<file path="src/rtl/pixel_array_sequencer.sv">
// rtl/pixel_array_sequencer.sv - frame-level control sequencer for the digital pixel array
// Optional feature macro: PIXEL_ARRAY_SEQUENCER_FRAME_COUNTER_EN (completed-frame counter on FRAME_COUNT)
module pixel_array_sequencer #(
  parameter int HEIGHT                 = 2,
  parameter int WIDTH                  = 2,
  parameter int OUTPUT_BUS_PIXEL_WIDTH = 2,
  parameter int BIT_DEPTH              = 8,
  parameter int ERASE_CYCLES           = 4
) (
  input  logic        SYSTEM_CLK,
  input  logic        SYSTEM_RESET,
  input  logic        START,
  input  logic        ABORT,
  input  logic        CONTINUOUS,
  input  logic [15:0] EXPOSE_TIME,
  output logic        POWER_ENABLE,
  output logic        ERASE,
  output logic        EXPOSE,
  output logic        WRITE_ENABLE,
  output logic        COUNTER_RESET,
  output logic        COUNTER_CLOCK,
  output logic        READ_RESET,
  output logic        READ_CLK_IN,
  output logic        BUSY,
  output logic        FRAME_DONE,
  output logic [15:0] FRAME_COUNT
);

  localparam int N_READS     = HEIGHT * ((WIDTH + OUTPUT_BUS_PIXEL_WIDTH - 1) / OUTPUT_BUS_PIXEL_WIDTH);
  localparam int CONV_CYCLES = 2 * (2 ** BIT_DEPTH);
  localparam int READ_CYCLES = 2 * N_READS;
  localparam int MAX_CR      = (CONV_CYCLES > READ_CYCLES) ? CONV_CYCLES : READ_CYCLES;
  localparam int MAX_CRE     = (MAX_CR > ERASE_CYCLES) ? MAX_CR : ERASE_CYCLES;
  localparam int TIMER_MAX   = (MAX_CRE > 65535) ? MAX_CRE : 65535;
  localparam int TW          = $clog2(TIMER_MAX + 1);

  // Timers are loaded with (phase length - 1) and the phase ends when they reach zero
  localparam logic [TW-1:0] ERASE_LOAD = TW'(ERASE_CYCLES - 1);
  localparam logic [TW-1:0] CONV_LOAD  = TW'(CONV_CYCLES - 1);
  localparam logic [TW-1:0] READ_LOAD  = TW'(READ_CYCLES - 1);

  typedef enum logic [2:0] {
    ST_IDLE,
    ST_ERASE,
    ST_EXPOSE,
    ST_CONV_RST,
    ST_CONVERT,
    ST_RD_RST,
    ST_READOUT,
    ST_DONE
  } state_t;

  state_t        state_q, state_d;
  logic [TW-1:0] timer_q, timer_d;
  logic [15:0]   exp_len_q, exp_len_d;
  logic [15:0]   exp_latch;

  logic power_enable_q, power_enable_d;
  logic erase_q, erase_d;
  logic expose_q, expose_d;
  logic write_enable_q, write_enable_d;
  logic counter_reset_q, counter_reset_d;
  logic counter_clock_q, counter_clock_d;
  logic read_reset_q, read_reset_d;
  logic read_clk_in_q, read_clk_in_d;
  logic busy_q, busy_d;
  logic frame_done_q, frame_done_d;

  // A zero exposure request still exposes for one cycle
  assign exp_latch = (EXPOSE_TIME == 16'd0) ? 16'd1 : EXPOSE_TIME;

  // Next-state, phase timer and exposure latch; ABORT overrides everything
  always_comb begin
    state_d   = state_q;
    timer_d   = (timer_q != '0) ? timer_q - TW'(1) : timer_q;
    exp_len_d = exp_len_q;
    case (state_q)
      ST_IDLE: begin
        if (START) begin
          state_d   = ST_ERASE;
          timer_d   = ERASE_LOAD;
          exp_len_d = exp_latch;
        end
      end
      ST_ERASE: begin
        if (timer_q == '0) begin
          state_d = ST_EXPOSE;
          timer_d = TW'(exp_len_q) - TW'(1);
        end
      end
      ST_EXPOSE: begin
        if (timer_q == '0) begin
          state_d = ST_CONV_RST;
          timer_d = '0;
        end
      end
      ST_CONV_RST: begin
        state_d = ST_CONVERT;
        timer_d = CONV_LOAD;
      end
      ST_CONVERT: begin
        if (timer_q == '0) begin
          state_d = ST_RD_RST;
          timer_d = '0;
        end
      end
      ST_RD_RST: begin
        state_d = ST_READOUT;
        timer_d = READ_LOAD;
      end
      ST_READOUT: begin
        if (timer_q == '0) begin
          state_d = ST_DONE;
          timer_d = '0;
        end
      end
      ST_DONE: begin
        if (CONTINUOUS) begin
          state_d   = ST_ERASE;
          timer_d   = ERASE_LOAD;
          exp_len_d = exp_latch;
        end else begin
          state_d = ST_IDLE;
          timer_d = '0;
        end
      end
      default: begin
        state_d = ST_IDLE;
        timer_d = '0;
      end
    endcase
    if (ABORT) begin
      state_d = ST_IDLE;
      timer_d = '0;
    end
  end

  // Output decode from the current phase; clock phases follow timer parity (odd load -> starts high, ends low)
  always_comb begin
    power_enable_d  = 1'b0;
    erase_d         = 1'b0;
    expose_d        = 1'b0;
    write_enable_d  = 1'b0;
    counter_reset_d = 1'b0;
    counter_clock_d = 1'b0;
    read_reset_d    = 1'b0;
    read_clk_in_d   = 1'b0;
    busy_d          = 1'b0;
    frame_done_d    = 1'b0;
    if (!ABORT) begin
      busy_d = (state_q != ST_IDLE);
      case (state_q)
        ST_ERASE:    erase_d = 1'b1;
        ST_EXPOSE:   expose_d = 1'b1;
        ST_CONV_RST: begin
          counter_reset_d = 1'b1;
          power_enable_d  = 1'b1;
          write_enable_d  = 1'b1;
        end
        ST_CONVERT: begin
          power_enable_d  = 1'b1;
          write_enable_d  = 1'b1;
          counter_clock_d = timer_q[0];
        end
        ST_RD_RST:   read_reset_d = 1'b1;
        ST_READOUT:  read_clk_in_d = timer_q[0];
        ST_DONE:     frame_done_d = 1'b1;
        default:     busy_d = busy_d;
      endcase
    end
  end

  // State, timer and registered outputs
  always_ff @(posedge SYSTEM_CLK) begin
    if (SYSTEM_RESET) begin
      state_q         <= ST_IDLE;
      timer_q         <= '0;
      exp_len_q       <= 16'd1;
      power_enable_q  <= 1'b0;
      erase_q         <= 1'b0;
      expose_q        <= 1'b0;
      write_enable_q  <= 1'b0;
      counter_reset_q <= 1'b0;
      counter_clock_q <= 1'b0;
      read_reset_q    <= 1'b0;
      read_clk_in_q   <= 1'b0;
      busy_q          <= 1'b0;
      frame_done_q    <= 1'b0;
    end else begin
      state_q         <= state_d;
      timer_q         <= timer_d;
      exp_len_q       <= exp_len_d;
      power_enable_q  <= power_enable_d;
      erase_q         <= erase_d;
      expose_q        <= expose_d;
      write_enable_q  <= write_enable_d;
      counter_reset_q <= counter_reset_d;
      counter_clock_q <= counter_clock_d;
      read_reset_q    <= read_reset_d;
      read_clk_in_q   <= read_clk_in_d;
      busy_q          <= busy_d;
      frame_done_q    <= frame_done_d;
    end
  end

  assign POWER_ENABLE  = power_enable_q;
  assign ERASE         = erase_q;
  assign EXPOSE        = expose_q;
  assign WRITE_ENABLE  = write_enable_q;
  assign COUNTER_RESET = counter_reset_q;
  assign COUNTER_CLOCK = counter_clock_q;
  assign READ_RESET    = read_reset_q;
  assign READ_CLK_IN   = read_clk_in_q;
  assign BUSY          = busy_q;
  assign FRAME_DONE    = frame_done_q;

`ifdef PIXEL_ARRAY_SEQUENCER_FRAME_COUNTER_EN
  logic [15:0] frame_count_q, frame_count_d;

  // Count advances on the same edge FRAME_DONE rises; wraps naturally at 16 bits
  always_comb begin
    frame_count_d = frame_done_d ? frame_count_q + 16'd1 : frame_count_q;
  end

  // Frame counter survives ABORT, cleared only by reset
  always_ff @(posedge SYSTEM_CLK) begin
    if (SYSTEM_RESET) begin
      frame_count_q <= 16'd0;
    end else begin
      frame_count_q <= frame_count_d;
    end
  end

  assign FRAME_COUNT = frame_count_q;
`else
  assign FRAME_COUNT = 16'd0;
`endif

endmodule

</file>
<file path="config.mk">
export PLATFORM = sky130hd
export DESIGN_NAME = pixel_array_sequencer
export DESIGN_NICKNAME = d
export VERILOG_FILES = /design/src/rtl/pixel_array_sequencer.sv
export SDC_FILE = /design/constraint.sdc
export NUM_CORES = 1
export LEC_CHECK = 0
export ABC_AREA = 1
export CAP_MARGIN = 40
export CORE_AREA = 2 2 79 81
export CTS_CLUSTER_DIAMETER = 80
export DETAILED_ROUTE_END_ITERATION = 12
export DIE_AREA = 0 0 81 83
export GPL_ROUTABILITY_DRIVEN = 0
export PLACE_DENSITY_LB_ADDON = 0.2
export SLEW_MARGIN = 25
export SYNTH_ARGS = -nofsm -noshare
export SYNTH_HDL_FRONTEND = slang
export SYNTH_SLANG_ARGS = --single-unit
export TNS_END_PERCENT = 30
</file>
<file path="constraint.sdc">
create_clock -name SYSTEM_CLK -period 1.9 [get_ports SYSTEM_CLK]
set_input_delay 0.38 -clock SYSTEM_CLK [delete_from_list [all_inputs] [get_ports SYSTEM_CLK]]
set_output_delay 0.38 -clock SYSTEM_CLK [all_outputs]
set_load 0.01 [all_outputs]
</file>
# Word-level counts from Yosys, hierarchy flattened
# Index checks and enable logic that the tools add are counted.
[totals]
ff_bits = 44
input_bits = 21
output_inout_bits = 26
wordCells = 65
[op_classes]
n_addsub = 2
n_eq_ne = 13
n_mux = 23
bitwise = 2
n_reduce_logical = 13
[op_table]
columns = ["cell", "count"]
rows = [
  ["2-to-1 mux 16 bit", 7],
  ["one-hot mux 16 bit (6 select lines)", 1],
  ["logical NOT 16 bit", 2],
  ["one-hot mux 16 bit (2 select lines)", 1],
  ["subtractor 16 x 1 -> 16 bit (second input constant)", 2],
  ["one-hot mux 3 bit (8 select lines)", 1],
  ["nonzero test 16 bit", 1],
  ["2-to-1 mux 3 bit", 5],
  ["== test 3 bit (second input constant)", 4],
  ["inequality test 2 bit (second input constant)", 6],
  ["OR reduction 3 bit", 3],
  ["2-to-1 mux 1 bit", 7],
  ["== test 3 x 2 -> 1 bit (second input constant)", 2],
  ["AND reduction 5 bit", 1],
  ["OR reduction 2 bit", 2],
  ["== test 3 x 1 -> 1 bit (second input constant)", 1],
  ["logical NOT 3 bit", 1],
  ["AND reduction 3 bit", 1],
  ["nonzero test 3 bit", 1],
  ["2-to-1 mux 2 bit", 1],
  ["inverter 1 bit", 2],
  ["nonzero test 2 bit", 1],
]

# Logic depth before layout (Yosys ltp)
[depth]
depth_word = 4
depth_mapped = 12
ltp_nobuf = 12

# Worst setup path before layout
# No wires, ideal clock.
[synth_timing]
path_type = "register to register"
start = "register timer_q[0]"
end = "register timer_q[0]"
setup_ns = 0.074
t_arrival_ns = 1.632
path_slack_ns = 0.193
stages_incl_launch_ff = 11
path_buffers = 1
path_cell_list = "dfxtp_1 > inv_1 > ha_1 > nand2_4 > nor2_4 > nand3_2 > buf_6 > ha_1 > nand2_1 > nand2_1 > a31oi_1"
[synth_between]
elab_chain_cells = 4
word_cells_on_any_way = 8
classes_between = "add/sub (1); mux (5); reduce/logical (2)"
[synth_rtl]
columns = ["item", "line_no", "rtl"]
rows = [
  ["from (decl)", "54", "logic [TW-1:0] timer_q, timer_d;"],
  ["from (signal assigned)", "191", "timer_q <= timer_d;"],
  ["subtractor 16 x 1 -> 16 bit or nonzero test 16 bit (tied branches)", "75", "timer_d = (timer_q != '0) ? timer_q - TW'(1) : timer_q;"],
  ["2-to-1 mux 16 bit", "75", ""],
  ["2-to-1 mux 16 bit, on equally long branches", "--", ""],
  ["one-hot mux 16 bit (6 select lines) *", "77", "case (state_q)"],
]
# Mark *: on every way between the ends. The rest lies on a longest branch, timed or not.
# A chain may end at the register's enable or synchronous reset.

# Final worst setup path
[layout_timing]
start = "register timer_q[1]"
end = "register timer_q[6]"
# The elaborated chain is that of the path after synthesis.

==> results.sh <==
export IMPL_io_pins=47
export IMPL_hold_viol_final=0
export IMPL_cts_tree="done"
export IMPL_wl_met1_um=3450
export IMPL_ys_types=37
export IMPL_synth_top_area_cell="dfxtp_1"
export IMPL_path_clk_slew_ns=0.09
export IMPL_wl_met3_um=375
export IMPL_max_freq_mhz=581
export IMPL_clock_sinks=44
export IMPL_nets=558
export IMPL_finalSetupViolCount=0
export IMPL_drtIter0Drc=212
export IMPL_synth_area_um2=3050
export IMPL_route_detailed_drc=0
export IMPL_critPathSlowestCell="dfxtp_1"
export IMPL_synth_top_flop_cell="dfxtp_1"
export IMPL_syn_avg_cell_area_um2=6.24
export IMPL_path_buf_inv=2
export IMPL_drt_total_wl_um=7110
export IMPL_die_y_um=83
export IMPL_end_kind="flip-flop"
export IMPL_antenna_cells=0
export IMPL_die_w_um=81
export IMPL_yosys_warnings=0
export IMPL_die_area_um2=6720
export IMPL_worstPathMaxFanout=7
export IMPL_path_class="reg -> reg"
export IMPL_async_flop_share_pct=0
export IMPL_crit_required_ns=2.09
export IMPL_grt_overflow_total=0
export IMPL_synthTopCellsByArea="dfxtp_1 29%, nand2_1 15%, inv_1 9.1%"
export IMPL_grt_pass1_vias=2629
export IMPL_numCtsBuffers=5
export IMPL_wire_per_inst_um=11.8
export IMPL_drtPass1Iterations=5
export IMPL_worst_path_largest_cell_delay_ns=0.33
export IMPL_antenna_found_initial=0
export IMPL_hpwl_um=5580
export IMPL_rsz0062_at_grt="no"
export IMPL_htreeDepth=2
export IMPL_grtUsageTotal_pct=21.9
export IMPL_wl_met2_um=3200
export IMPL_crit_path_cell_trace="inv_1 -> ha_4 -> nand2_4 -> inv_1 -> nand2_1 -> nor2_4 -> nand2_1 -> nand3_1 -> nand3_1 -> nor2_1 -> nor2_1"
export IMPL_area_delta_synth_final_pct=15.6
export IMPL_cts_root_buf="clkbuf_8"
export IMPL_timing_final_crit_share_pct=90.6
export IMPL_core_area_um2=5820
export IMPL_num_vias=3015
export IMPL_grt_pass1_wl_um=11900
export IMPL_clock_path_buffers=2
export IMPL_synth_seq_cells=44
export IMPL_finClkSkew_ns=0.00914
export IMPL_tns_ns=0
export IMPL_startpoint_type="flip-flop"
export IMPL_drive_gt1_share_pct=9.64
export IMPL_cp_arrival_ns=1.91
export IMPL_synth_seq_area_share_pct=28.9
export IMPL_initial_utilization_pct=52.4
export IMPL_synth_top_area_share_pct=28.9
export IMPL_grt_max_degree=29
export IMPL_min_path_type="reg -> reg"
export IMPL_netlist_instances=488
export IMPL_slew_viol_final=0
export IMPL_top_layer="met4"
export IMPL_min_period_ns=1.72
export IMPL_vias_per_cell=4.99
export IMPL_hold_buffers=0
export IMPL_ant_nets=0
export IMPL_row_count=28
export IMPL_clock_latency_ns=0.30
export IMPL_max_cap_violations=0
export IMPL_portBuffers=30
export IMPL_synth_edf_count=0
export IMPL_cp_top_family="simple AND/OR/NAND/NOR gates"
export IMPL_status="finished, final reports clean"
[state kept, by name, summed over array words and instances, names as in the netlist]
| signal | count |
|---|---|
| BUSY | 1 |
| exp_len_q | 16 |
| READ_RESET | 1 |
| state_q | 3 |
| COUNTER_RESET | 1 |
| FRAME_DONE | 1 |
| ERASE | 1 |
| EXPOSE | 1 |
| timer_q | 16 |
| COUNTER_CLOCK | 1 |
| READ_CLK_IN | 1 |
| WRITE_ENABLE | 1 |
[synth_stat cells, types with 3 or more instances]
| master | n |
|---|---|
| nand2_1 | 118 |
| inv_1 | 74 |
| nor2_1 | 56 |
| nand3_1 | 47 |
| dfxtp_1 | 44 |
| a21oi_1 | 29 |
| o21ai_0 | 27 |
| buf_4 | 18 |
| nand4_1 | 10 |
| ha_1 | 8 |
| nor2_4 | 6 |
| nand2_2 | 5 |
| nor3_1 | 5 |
| xor2_1 | 4 |
| buf_6 | 3 |
| inv_2 | 3 |
| nor2_2 | 3 |
| o21bai_1 | 3 |
[final timing paths]
| path | cells after the start | slack (ns) | to | startpoint |
|---|---|---|---|---|
| worst min register to register | 2 | 0.54 | state_q[1]$_SDFFE_PP0P_ | state_q[1]$_SDFFE_PP0P_ |
| worst max register to register | 11 | 0.18 | timer_q[6]$_SDFF_PP0_ | timer_q[1]$_SDFF_PP0_ |
| worst min-delay path | 2 | 0.54 | state_q[1]$_SDFFE_PP0P_ | state_q[1]$_SDFFE_PP0P_ |
| worst max-delay path | 11 | 0.18 | timer_q[6]$_SDFF_PP0_ | timer_q[1]$_SDFF_PP0_ |
[worst register-to-register path: cells and delay by family, from the launching register on]
family | cells | cell delay (ns)
adder cells (fa/ha/maj) | 1 | 0.20
flip-flops | 1 | 0.33
AND/OR/NAND/NOR | 8 | 0.85
buffers and inverters | 2 | 0.23
[kinds of logic (layout without fill, tap and decap cells)]
group           count (synthesis)  in the layout  synth area share, %
simple gates                  260            260                 38.5
buf+inv                       103            129                 15.8
compound gates                 66             66                 11.6
flops                          44             44                 28.9
fa+ha+maj                       8              8                 3.29
xor+xnor                        6              6                 1.73
other cells                     1             16                0.123
[metal layers]
| metal | vias up | track usage, % |
|---|---|---|
| met4 | 0 | 4.47 |
| met2 | 90 | 34.7 |
| met3 | 11 | 3.04 |
| met1 | 1318 | 31.5 |
| met5 | - | 0 |
| li1 | 1596 | - |
[cell usage in the layout, fill, tap and decap left out, types with 4 or more instances in the layout]
master           synthesis  routed
buf_4                   18      13
dfxtp_1                 44      42
nor2_2                   3       5
ha_1                     8       7
nor3_1                   5       5
nand3_1                 47      47
inv_1                   74      74
nand2_1                118     118
o21ai_0                 27      27
conb_1                   1      16
clkdlybuf4s50_1          0      30
nor2_4                   6       6
nand4_1                 10      10
nand2_2                  5       5
a21oi_1                 29      29
clkbuf_8                 0       5
xor2_1                   4       4
nor2_1                  56      54
[stage by stage]
step           cell area (µm²)  instances  utilization [%]  hold slack [ns]  setup WS, ns
2_1_floorplan             3100        503                -            0.501         0.193
3_3_place_gp              3390        594             58.3            0.530         0.119
3_5_place_dp              3390        594             58.3            0.537        0.0843
4_1_cts                   3470        601             59.7            0.553        0.0927
5_1_grt                   3520        604             60.5            0.601        0.0321
6_report                  3520        604             60.5            0.544         0.179
[repair_timing]
item	CTS	global route
setup endpoints to repair	0	23
gates resized for setup	0	7
setup buffers	0	3
[final cells by class]
type | instances | area (µm²)
flip-flops and latches | 44 | 883
repair buffers | 44 | 409
multi-input cells | 356 | 1760
fillers | 580 | 2300
clock buffers | 5 | 68.8
inverters | 78 | 294
well taps | 75 | 93.8
clock inverters | 2 | 12.5
Power is left out: the tool's default activity adds up to more than one toggle a clock period on the data nets, which glitch-free logic cannot reach.
